## config.mk

```make
export PLATFORM = sky130hd
export DESIGN_NAME = bit_serializer
export DESIGN_NICKNAME = d
export VERILOG_FILES = /design/src/rtl/ser_pkg.sv /design/src/rtl/ser_hold_reg.sv /design/src/rtl/bit_serializer.sv
export SDC_FILE = /design/constraint.sdc
export NUM_CORES = 1
export LEC_CHECK = 0
export BUFFER_PORTS_ARGS = -buffer_cell sky130_fd_sc_hd__buf_2
export CAP_MARGIN = 5
export CORE_ASPECT_RATIO = 0.7
export CORE_UTILIZATION = 54
export DETAILED_ROUTE_END_ITERATION = 8
export PLACE_DENSITY = 0.84
export REMOVE_ABC_BUFFERS = 1
export SLEW_MARGIN = 20
export SYNTH_ARGS = -nofsm -noshare
export SYNTH_HDL_FRONTEND = slang
export SYNTH_HIERARCHICAL = 1
export SYNTH_SLANG_ARGS = --single-unit
```

## constraint.sdc

```tcl
create_clock -name clk -period 1.9 [get_ports clk]
set_input_delay 0.38 -clock clk [delete_from_list [all_inputs] [get_ports clk]]
set_output_delay 0.38 -clock clk [all_outputs]
set_load 0.05 [all_outputs]
```

## src/rtl/ser_pkg.sv

```systemverilog
// Shared definitions for the bit serializer: FSM state encoding and counter sizing.
package ser_pkg;

  typedef enum logic {
    S_IDLE  = 1'b0,
    S_SHIFT = 1'b1
  } ser_state_t;

  // Bit counter width for a given word length (WIDTH >= 2).
  function automatic int ser_cnt_bits(input int width);
    return (width < 2) ? 1 : $clog2(width);
  endfunction

endpackage

```

## src/rtl/ser_hold_reg.sv

```systemverilog
// One-entry holding register for a word that arrives while another is shifting.
module ser_hold_reg #(
  parameter int WIDTH = 8
) (
  input  logic             clk,
  input  logic             rst,
  input  logic             load,
  input  logic [WIDTH-1:0] load_data,
  input  logic             drain,
  output logic [WIDTH-1:0] data,
  output logic             full
);

  always_ff @(posedge clk or posedge rst) begin
    if (rst) begin
      data <= '0;
      full <= 1'b0;
    end else begin
      if (load) begin
        data <= load_data;
        full <= 1'b1;
      end else if (drain) begin
        full <= 1'b0;
      end
    end
  end

endmodule

```

## src/rtl/bit_serializer.sv

```systemverilog
// Parallel-to-serial front end: streams accepted words one bit per clock on w,
// chaining a pending word onto the current one with no idle gap.
module bit_serializer
  import ser_pkg::*;
#(
  parameter int   WIDTH      = 8,
  parameter int   MSB_FIRST  = 1,
  parameter logic IDLE_LEVEL = 1'b0
) (
  input  logic             clk,
  input  logic             rst,
  input  logic [WIDTH-1:0] din,
  input  logic             load_valid,
  output logic             load_ready,
  output logic             w,
  output logic             w_valid,
  output logic             w_last
);

  localparam int             CW       = ser_cnt_bits(WIDTH);
  localparam logic [CW-1:0]  CNT_LAST = CW'(WIDTH - 1);

  ser_state_t       state;
  logic [WIDTH-1:0] shreg;
  logic [CW-1:0]    cnt;
  logic [WIDTH-1:0] shreg_shifted;
  logic [WIDTH-1:0] pend_data;
  logic             pend_full;
  logic             accept;
  logic             last_bit;
  logic             pend_load;
  logic             pend_drain;
  logic             out_bit;

  // Ready depends only on registered state, so a producer never sees a loop through load_valid.
  assign load_ready = !pend_full;
  assign accept     = load_valid && load_ready;
  assign last_bit   = (state == S_SHIFT) && (cnt == CNT_LAST);
  assign pend_load  = accept && (state == S_SHIFT) && !last_bit;
  assign pend_drain = last_bit && pend_full;

  generate
    if (MSB_FIRST != 0) begin : g_msb
      assign shreg_shifted = {shreg[WIDTH-2:0], 1'b0};
      assign out_bit       = shreg[WIDTH-1];
    end else begin : g_lsb
      assign shreg_shifted = {1'b0, shreg[WIDTH-1:1]};
      assign out_bit       = shreg[0];
    end
  endgenerate

  ser_hold_reg #(.WIDTH(WIDTH)) u_hold (
    .clk       (clk),
    .rst       (rst),
    .load      (pend_load),
    .load_data (din),
    .drain     (pend_drain),
    .data      (pend_data),
    .full      (pend_full)
  );

  always_ff @(posedge clk or posedge rst) begin
    if (rst) begin
      state <= S_IDLE;
      shreg <= '0;
      cnt   <= '0;
    end else begin
      case (state)
        S_IDLE: begin
          if (accept) begin
            shreg <= din;
            cnt   <= '0;
            state <= S_SHIFT;
          end
        end
        S_SHIFT: begin
          if (last_bit) begin
            // A held word takes priority over a same-edge bypass of din.
            cnt <= '0;
            if (pend_full) begin
              shreg <= pend_data;
            end else if (accept) begin
              shreg <= din;
            end else begin
              shreg <= '0;
              state <= S_IDLE;
            end
          end else begin
            shreg <= shreg_shifted;
            cnt   <= cnt + 1'b1;
          end
        end
        default: begin
          state <= S_IDLE;
          cnt   <= '0;
        end
      endcase
    end
  end

  // Outputs are decoded purely from registered state.
  assign w       = (state == S_SHIFT) ? out_bit : IDLE_LEVEL;
  assign w_valid = (state == S_SHIFT);
  assign w_last  = last_bit;

endmodule

```

Word-level counts from Yosys, hierarchy flattened --
Cells that the tools add are included.
Operators by class: multiplexer cells 15, eq/ne operators 2, add/subtract/negate cells 1, reduce and logical (&&, ||, !) cells 8, bitwise gates (word level) 1
Operators by type and width (count):
- 8-bit 2-to-1 mux | 4
- 8-bit one-hot mux with 2 select lines | 1
- 1-bit 2-to-1 mux | 6
- 3-bit 2-to-1 mux | 2
- 3-bit one-hot mux with 2 select lines | 1
- 1-bit logical AND | 5
- 3-bit by 1-bit adder with 3-bit output, second input constant | 1
- 3-bit equality test, second input constant | 1
- 1-bit logical NOT | 2
- 2-bit inequality test, second input constant | 1
- 1-bit one-hot mux with 2 select lines | 1
- 2-bit nonzero test | 1
- 1-bit NOT | 1
Word-level totals: register bits after elaboration 21, logic and storage cells 32, input bits 11, output and inout port bits 4

Longest topological paths before layout --
depth after elaboration 6, depth in mapped cells 6, gate-level depth less buffers 5

By module --
Netlist, hierarchy kept.
By module, submodules not included:
- bit_serializer | instances 1, cells an instance 65, area an instance 666.9 um^2
- ser_hold_reg | instances 1, cells an instance 21, area an instance 372.9 um^2

Least setup slack after synthesis --
Ideal clock, no wire load.
path kind register to output, start register state, in the netlist w_valid, end output port w_last, data required time 1520 ps, arrival 1682 ps, setup slack -162 ps, stages on the path, launching flop included 3, cell sequence dfrtp_1 clkinv_1 nor2_1
On the way: cells in the longest elaborated chain, start to end 1
RTL lines:
- start, declared | line bit_serializer.sv:23 | ser_state_t state;
- start signal, assigned | line bit_serializer.sv:64 | state <= S_IDLE;
- start signal, assigned | line bit_serializer.sv:73 | state <= S_SHIFT;
- start signal, assigned | line bit_serializer.sv:86 | state <= S_IDLE;
- 1-bit logical AND | line bit_serializer.sv:38 | assign last_bit = (state == S_SHIFT) && (cnt == CNT_LAST);
- end, declared | line bit_serializer.sv:17 | output logic w_last
No other way between the ends.

Final worst setup path --
start register cnt[0], end output port w_last
On the way: cells in the longest elaborated chain, start to end 2
RTL lines:
- start, declared | line bit_serializer.sv:25 | logic [CW-1:0] cnt;
- start signal, assigned | line bit_serializer.sv:90 | cnt <= cnt + 1'b1;
- 3-bit equality test | line bit_serializer.sv:38
- 1-bit logical AND | line bit_serializer.sv:38
No other way between the ends.

==> metrics.txt <==
Main synth FF type=dfrtp_1; largest net degree at the start of global routing=15; first-pass GRT wire length=3350 µm; initial DRC count=11; vias=754; Max Clock Freq=0.553 GHz; Yosys cell types=25; Power Density=1790 nW/µm²; vias per inst=6.18; CTS buffer count=3; final hold vios=0; final WL=2200 µm; Yosys warning count=6; initial antenna violation count=0; die area=2110 µm²; Slew HR=69.4%; CTS root buf=clkbuf_4; critical-path maximum fanout=4; Mapped Area=1040 µm²; post-synthesis sequential area ratio=50.5%; fin crit period=1.81 ns; Detail Placement HPWL=1600 µm; CTS max path bufs=2; cell taking the most area after synthesis=dfrtp_1; Setup violations, final=0; status=finished, final reports clean; clock sink total=21; Global Route Usage Sum=24.5%; Leak Pwr=0.000541 µW; Post-synth EDFFs=0; Worst setup EP type=output port; Placement Rows=12; RSZ-0062 raised after global routing=no; Antenna diodes=0; io pins=15; DRC viols=0; Final #Nets=115; CTS clk-pin slew, worst paths=0.12 ns; Slew Viols, Final=0; starting density of the core=61.3%; area delta synth->final=9.39%; Max-Cap Viols=0; Post-CTS Setup Repair Bufs=0; synthesized area per cell=12.1 µm²; Max Clock Skew=0.000833 ns; ranking of synthesized cells by area=dfrtp_1 (51%), mux2_4 (12%), a32oi_1 (9.3%); final worst path period share=95.2%; vias in the first global route=707; worst hold path class=input pin to async pin; gp weighted congestion=0.851; Worst-Margin Slew=0.458 ns; Clk Latency, worst-skew pair=0.31 ns; core area=1700 µm²; Critical Path Start Type=flop; ANT nets after route=0; share of cells above drive strength 1=34.7%; Synth Instances=86; PortBufs=14; Async SR Flop Fraction=100%; crit path kind=flop to output port; Die Wd=54.4 µm; Max VDD drop=1460 µV; synthesized flop and latch total=21; First-pass DRT Iterations=4; CTS tree=built; WP data required=1.52 ns; Routed wire per std cell=18.0 µm; PostCTS Resize Cnt=0; post-layout util=67.0%; Fillers=127; grt ovf=0; Arrival @ worst endpoint=1.43 ns; Yosys top cell area share=50.5%; hold bufs inserted after CTS=0; setup TNS=0 ns; Die Y=38.7 µm; htree depth=1
## Yosys cell counts (2+ instances only)
master,instances
nand2_1,4
nor2_1,3
mux2_4,8
ha_1,2
inv_1,6
dfrtp_1,21
a32oi_1,11
buf_6,3
a22o_1,2
o21ai_0,7
nand3_1,4
buf_2,2
## per-layer routing
metal	vias up	track usage [%]	routed length, µm
li1	349	-	-
met1	377	31.6	1060
met2	22	38.7	999
met3	6	8.24	87
met4	0	7.69	52
met5	-	0	0
## worst max-delay path, stage by stage (launching register included)
cell and delay, ns:
dfrtp_1 0.41, ha_1 0.20, ha_1 0.21, inv_2 0.07, nor2_1 0.05, buf_4 0.18
## cell usage in the layout, fill, tap and decap left out
cell type,synthesis,routed
inv_2,0,1
mux2i_1,1,1
nand2b_4,1,1
a32oi_1,11,11
a21o_2,1,1
o211ai_1,1,1
nand3_1,4,4
clkbuf_4,0,3
and2_1,1,1
o21ai_0,7,7
nand2b_1,1,1
o221ai_1,1,1
dfrtp_2,0,1
clkinv_1,1,1
nor2_1,3,3
and2b_1,1,1
o221a_2,1,1
mux2_4,8,8
ha_1,2,2
and2b_2,1,1
and3_2,1,1
dfrtp_1,21,20
nand2_1,4,4
a22o_1,2,2
inv_1,6,5
buf_2,2,13
clkbuf_1,0,1
buf_4,1,4
## flip-flops by register name, summed over array words and instances, names as in the netlist
signal,flops
shreg,8
u_hold/data,8
cnt,3
u_hold/full,1
w_valid,1
## metrics by stage
step | cell area, µm² | hold slack [ns] | setup slack, ns | instances | power (µW)
final | 1140 | 0.0385 | 0.0911 | 122 | 2030
after global routing | 1140 | 0.0710 | 0.0159 | 122 | 2150
after CTS | 1130 | 0.0535 | 0.0571 | 122 | 2020
after detailed placement | 1110 | 0.396 | 0.140 | 118 | 1800
after global placement | 1110 | 0.357 | 0.178 | 118 | 1740
after floorplan | 988 | 0.208 | -0.333 | 80 | 1440
## power by group
part / switching (µW) / internal (µW)
clock: 142 / 82.0
sequential: 163 / 662
combinational: 531 / 454
## kinds of logic after synthesis
| kind of cell | share of synthesized area (%) |
|---|---|
| and+or+nand+nor | 9.27 |
| AOI/OAI and AO/OA | 17.8 |
| muxes | 12.5 |
| DFF | 50.5 |
| buffers and inverters | 7.46 |
| adders and majority gates | 2.41 |
## area by class of cell
type                            instances  area, µm²  share of cell area (%)
Sequential cell                        21        527                    46.3
Multi-Input combinational cell         52        437                    38.4
Timing Repair Buffer                   17       95.1                    8.36
Clock buffer                            4       26.3                    2.31
Inverter                                7       26.3                    2.31
Tap cell                               21       26.3                    2.31
## final timing paths
check | end | cells past startpoint | startpoint | slack [ns]
max in group asynchronous | w_valid$_DFF_PP0_ | 2 | rst | 1.50
setup / recovery | w_last | 5 | cnt[0]$_DFFE_PP0P_ | 0.09
hold reg to reg | cnt[0]$_DFFE_PP0P_ | 1 | cnt[0]$_DFFE_PP0P_ | 0.52
hold / removal | u_hold/data[6]$_DFFE_PP0P_ | 2 | rst | 0.04
min in group clk | u_hold/data[2]$_DFFE_PP0P_ | 2 | din[2] | 0.31
setup reg to reg | u_hold/data[7]$_DFFE_PP0P_ | 6 | cnt[0]$_DFFE_PP0P_ | 0.10
Power figures use the tool's default switching activity.
